--- src/rtl/dot_product_serial.sv ---
// Bit-serial dot product: result = popcount(vec_a & vec_b), BPC bits per cycle.
// Define DOT_PRODUCT_EARLY_EXIT_EN to finish as soon as the remaining bits are all zero.
module dot_product_serial #(
  parameter int WIDTH = 32,
  parameter int BPC   = 1,
  parameter int RES_W = 6
) (
  input  logic             clk,
  input  logic             reset,
  input  logic             in_valid,
  output logic             in_ready,
  input  logic [WIDTH-1:0] vec_a,
  input  logic [WIDTH-1:0] vec_b,
  output logic             out_valid,
  input  logic             out_ready,
  output logic [RES_W-1:0] result,
  output logic             busy
);
  localparam int BEATS = WIDTH / BPC;
  localparam int CW    = $clog2(BEATS + 1);

  typedef enum logic [1:0] {IDLE, BUSY, DONE} state_t;

  state_t           state;
  logic [WIDTH-1:0] shreg, sh_nxt;
  logic [CW-1:0]    cnt;
  logic [RES_W-1:0] acc, acc_nxt;
  logic             last;

  function automatic logic [RES_W-1:0] slice_pop(input logic [BPC-1:0] s);
    logic [RES_W-1:0] sum;
    sum = '0;
    for (int i = 0; i < BPC; i++) sum = sum + RES_W'(s[i]);
    return sum;
  endfunction

  always_comb begin
    acc_nxt = acc + slice_pop(shreg[BPC-1:0]);
    sh_nxt  = shreg >> BPC;
  end

`ifdef DOT_PRODUCT_EARLY_EXIT_EN
  // Nothing left to count once the post-shift remainder is zero.
  assign last = (cnt == CW'(1)) || (sh_nxt == '0);
`else
  assign last = (cnt == CW'(1));
`endif

  always_ff @(posedge clk) begin
    if (reset) begin
      state     <= IDLE;
      in_ready  <= 1'b1;
      out_valid <= 1'b0;
      busy      <= 1'b0;
      result    <= '0;
      shreg     <= '0;
      cnt       <= '0;
      acc       <= '0;
    end else begin
      case (state)
        IDLE: if (in_valid) begin
          shreg    <= vec_a & vec_b;
          acc      <= '0;
          cnt      <= CW'(BEATS);
          in_ready <= 1'b0;
          busy     <= 1'b1;
          state    <= BUSY;
        end
        BUSY: begin
          acc   <= acc_nxt;
          shreg <= sh_nxt;
          cnt   <= cnt - CW'(1);
          if (last) begin
            busy      <= 1'b0;
            out_valid <= 1'b1;
            result    <= acc_nxt;
            state     <= DONE;
          end
        end
        DONE: if (out_ready) begin
          // in_ready rises only now, so a new accept can't overlap the result handshake.
          out_valid <= 1'b0;
          result    <= '0;
          in_ready  <= 1'b1;
          state     <= IDLE;
        end
        default: state <= IDLE;
      endcase
    end
  end
endmodule

--- config.mk ---
export PLATFORM = sky130hd
export DESIGN_NAME = dot_product_serial
export DESIGN_NICKNAME = d
export VERILOG_FILES = /design/src/rtl/dot_product_serial.sv
export SDC_FILE = /design/constraint.sdc
export NUM_CORES = 1
export LEC_CHECK = 0
export CAP_MARGIN = 5
export CORE_ASPECT_RATIO = 0.9
export CORE_MARGIN = 5
export CORE_UTILIZATION = 46
export DETAILED_ROUTE_END_ITERATION = 8
export PLACE_DENSITY = 0.8
export REMOVE_ABC_BUFFERS = 1
export SLEW_MARGIN = 25
export SYNTH_ARGS = -nofsm -noshare
export SYNTH_HDL_FRONTEND = slang
export SYNTH_SLANG_ARGS = --single-unit
--- constraint.sdc ---
create_clock -name clk -period 2.05 [get_ports clk]
set_input_delay 0.41 -clock clk [delete_from_list [all_inputs] [get_ports clk]]
set_output_delay 0.41 -clock clk [all_outputs]
set_load 0.01 [all_outputs]
==> key figures, run 1 <==
Run status
  • Outcome: complete, no violations

Clock tree
  • Clock Sinks: 55
  • Num CTS Buffers: 5
  • CTS hold repair buffers: 0
  • Setup Buffers After CTS: 0
  • TritonCTS clock tree: done
  • CTS root buffer: clkbuf_8
  • # H-tree levels: 2
  • Clock buffer depth: 2
  • Cts repair resizes: 0
  • Reg clk slew, reported paths: 100 ps
  • Clk_lat worst skew: slightly above 300 ps

Yosys
  • Yosys warning count: 0
  • Syn avg cell area: around 8.9 sq um
  • Async SR Flop Fraction: 0%
  • Cell taking the most area after synthesis: dfxtp_1
  • Cells after Synth: ~270
  • Post-synth EDFFs: 0
  • Top area cells in the synthesized netlist: dfxtp_1 46%, a32oi_1 7.3%, a21oi_1 5.8%, nand2_1 5.6%, o221a_2 5.6%
  • Post-synthesis sequential area ratio: between 40% and 50%
  • Number of synthesized register bits: 55
  • Synth top area share: 45.6%
  • Top cells by count, synth: 55 x dfxtp_1, 36 x nand2_1, 28 x a21oi_1, 20 x a32oi_1, 20 x clkbuf_1
  • Top_reg_cell synth: dfxtp_1
  • Most numerous cell in the Yosys netlist: dfxtp_1
  • Post-synthesis cell area: around 2400 sq um
  • Synth cell types: 36

Critical path
  • Reg2reg end: shreg[3]
  • Critical Path Source: state[0]
  • Cells on worst reg2reg path: 3
  • Worst setup SP type: flip-flop
  • R2r setup slk: ~160 ps
  • Crit Reg-Reg Startpoint: state[0]
  • Critical path class: flip-flop to flip-flop
  • CP endpoint kind: flip-flop
  • Crit path max fanout: 23
  • CP endpoint: shreg[3]
  • Signal arrival time at the worst endpoint: ~2100 ps
  • WP data required: roughly 2300 ps

Die
  • Row count: 25
  • Initial core utilization: a little under half
  • Die span in x: ~86 microns
  • Core Region: approximately 5200 sq um
  • Die Area: slightly below 7000 sq um
  • Die height: approximately 79 microns
  • Top Ports: 77

Timing
  • Final setup fails: 0
  • Period utilization: around nine tenths
  • Clock Skew: approximately 12 ps
  • Fin crit period: between 1500 and 2000 ps
  • Worst slew pin tran: around 830 ps
  • Slack of the critical path: 164 ps
  • Hold Vio Cnt, Final: 0
  • Unrepaired setup endpoints after global routing: no
  • Final Max Tran Viols: 0
  • Achievable Freq: ~0.53 GHz
  • Setup TNS Final: 0 ps
  • Max_slew headroom: 44.2%

Place
  • IO Port Bufs: 76
  • GPL Wtd Cong: 0.858
  • Dpl cells: 406
  • Dpl ws: roughly 11 ps
  • Detail Placement HPWL: ~4.6 mm
  • Placed Area: around 3300 sq um

Drt
  • DR DRC count: 0
  • DR vias/cell: about 5.7
  • WL final: 6.47 mm
  • WL/cell: about 16 microns
  • Post-route ant nets: 0
  • Iter 0 DRT Violations: 187
  • 1st-pass router iterations: 4
  • Vias: 2367

Power and ir drop
  • Power density over the cells: 651 nW/um^2
  • Static leakage: approximately 0.0012 uW
  • Reg power frac: 53.6%
  • Clock network power share: between 20% and 30%
  • Cell-internal power: 1620 uW
  • Sw frac: approximately a quarter
  • Maximum VDD drop: ~0.44 mV
  • Comb pwr share: about a fifth
  • Switch Pwr: 581 uW

Global routing
  • Largest net degree at the start of global routing: 40
  • Tot GR Track Use: a little under a fifth
  • Vias in the first global route: 2282
  • GRT overflow: 0
  • Wire length of the first global-routing pass: 10.6 mm
  • Initial antenna violation count: 0

Final layout
  • Share of layout cells above drive strength 1: 11.0%
  • Final Cell Area: 3380 sq um
  • Layout Utilization: roughly 66%
  • Diodes inserted: 0
  • Area growth syn-to-layout: 40.2%
  • Fin cells: roughly 410
  • Count of nets after finishing: about 420

Job
  • Max cap viols: 0

Worst hold path
  • HP Class: flip-flop to flip-flop
-- metal layers --
layer	share of wire (%)	global-route usage (%)
met2	46	31.2
met3	7.8	4.98
met1	45	24.8
met4	0.94	4.83
met5	0	0
-- power by group through the flow --
stage	Clock, uW	Sequential (uW)	Combinational, uW
after global routing	634	1190	483
after CTS	597	1180	446
after floorplan	0	1190	200
after detailed placement	0	1200	445
final	580	1180	444
after global placement	0	1200	436
-- through the flow --
| step | total power (uW) | hold WS [ps] |
|---|---|---|
| after floorplan | 1390 | 430 |
| after global placement | 1640 | 445 |
| after detailed placement | 1650 | 449 |
| after CTS | 2220 | 462 |
| after global routing | 2310 | 494 |
| final | 2200 | 458 |
-- how the worst min path moves through the flow --
| stage | slack, ps | end | cells past startpoint | from |
|---|---|---|---|---|
| 3_5_place_dp | 450 | shreg[7] | 2 | shreg[7] |
| 2_1_floorplan | 430 | shreg[10] | 2 | shreg[10] |
| 6_report | 460 | shreg[23] | 2 | shreg[23] |
| 5_1_grt | 490 | shreg[10] | 2 | shreg[10] |
| 4_1_cts | 460 | shreg[7] | 2 | shreg[7] |
| 3_3_place_gp | 440 | shreg[24] | 2 | shreg[24] |
-- final cells by class --
type                    instances  area [sq um]
inverters                       5          18.8
fillers                       425          1780
repair buffers                 89           871
clock buffers                   6          72.6
multi-input cells             190          1220
well taps                      67          83.8
clock inverters                 2          12.5
flip-flops and latches         55          1100
-- flip-flops by register name, summed over array words and instances, names as in the netlist --
name,flops
acc,6
busy,1
cnt,6
in_ready,1
out_valid,1
result,6
shreg,32
state,2
-- cells in the final DEF (no fill, tap or decap), drive strengths merged, types with 2 or more instances in the layout --
| cell type | instances |
|---|---|
| dfxtp | 55 |
| clkinv | 2 |
| nand3 | 13 |
| or3 | 2 |
| inv | 4 |
| nor2 | 10 |
| o221a | 12 |
| nor3 | 2 |
| a32oi | 20 |
| o21ai | 2 |
| nand2 | 36 |
| a31oi | 13 |
| a311oi | 2 |
| or4 | 3 |
| o211ai | 3 |
| nor2b | 13 |
| o31ai | 3 |
| clkbuf | 6 |
| nand3b | 2 |
| xor2 | 3 |
| o22ai | 2 |
| a21oi | 28 |
| ha | 4 |
| or2 | 2 |
| buf | 13 |
| clkdlybuf4s50 | 76 |
| o311ai | 2 |
| a22oi | 4 |
-- cell families after synthesis --
group / synth area share (%)
AO/OA/AOI/OAI: 28.2
multiplexers: 0.415
buffers and inverters: 4.09
AND/OR/NAND/NOR: 18.5
adder cells (fa/ha/maj): 2.07
XOR/XNOR: 1.09
flip-flops: 45.6
-- worst max-delay path, stage by stage, from the launching register on --
cell	delay (ps)
dfxtp_1	760
nor2_1	110
nor2_1	660
o221a_2	300
Power figures use the tool's default switching activity.
==> run 2, diff against run 1 <==
- CAP_MARGIN: 5 -> 20
==> results of run 2 <==
Final layout, timing and power as in run 1 (identical DEF).
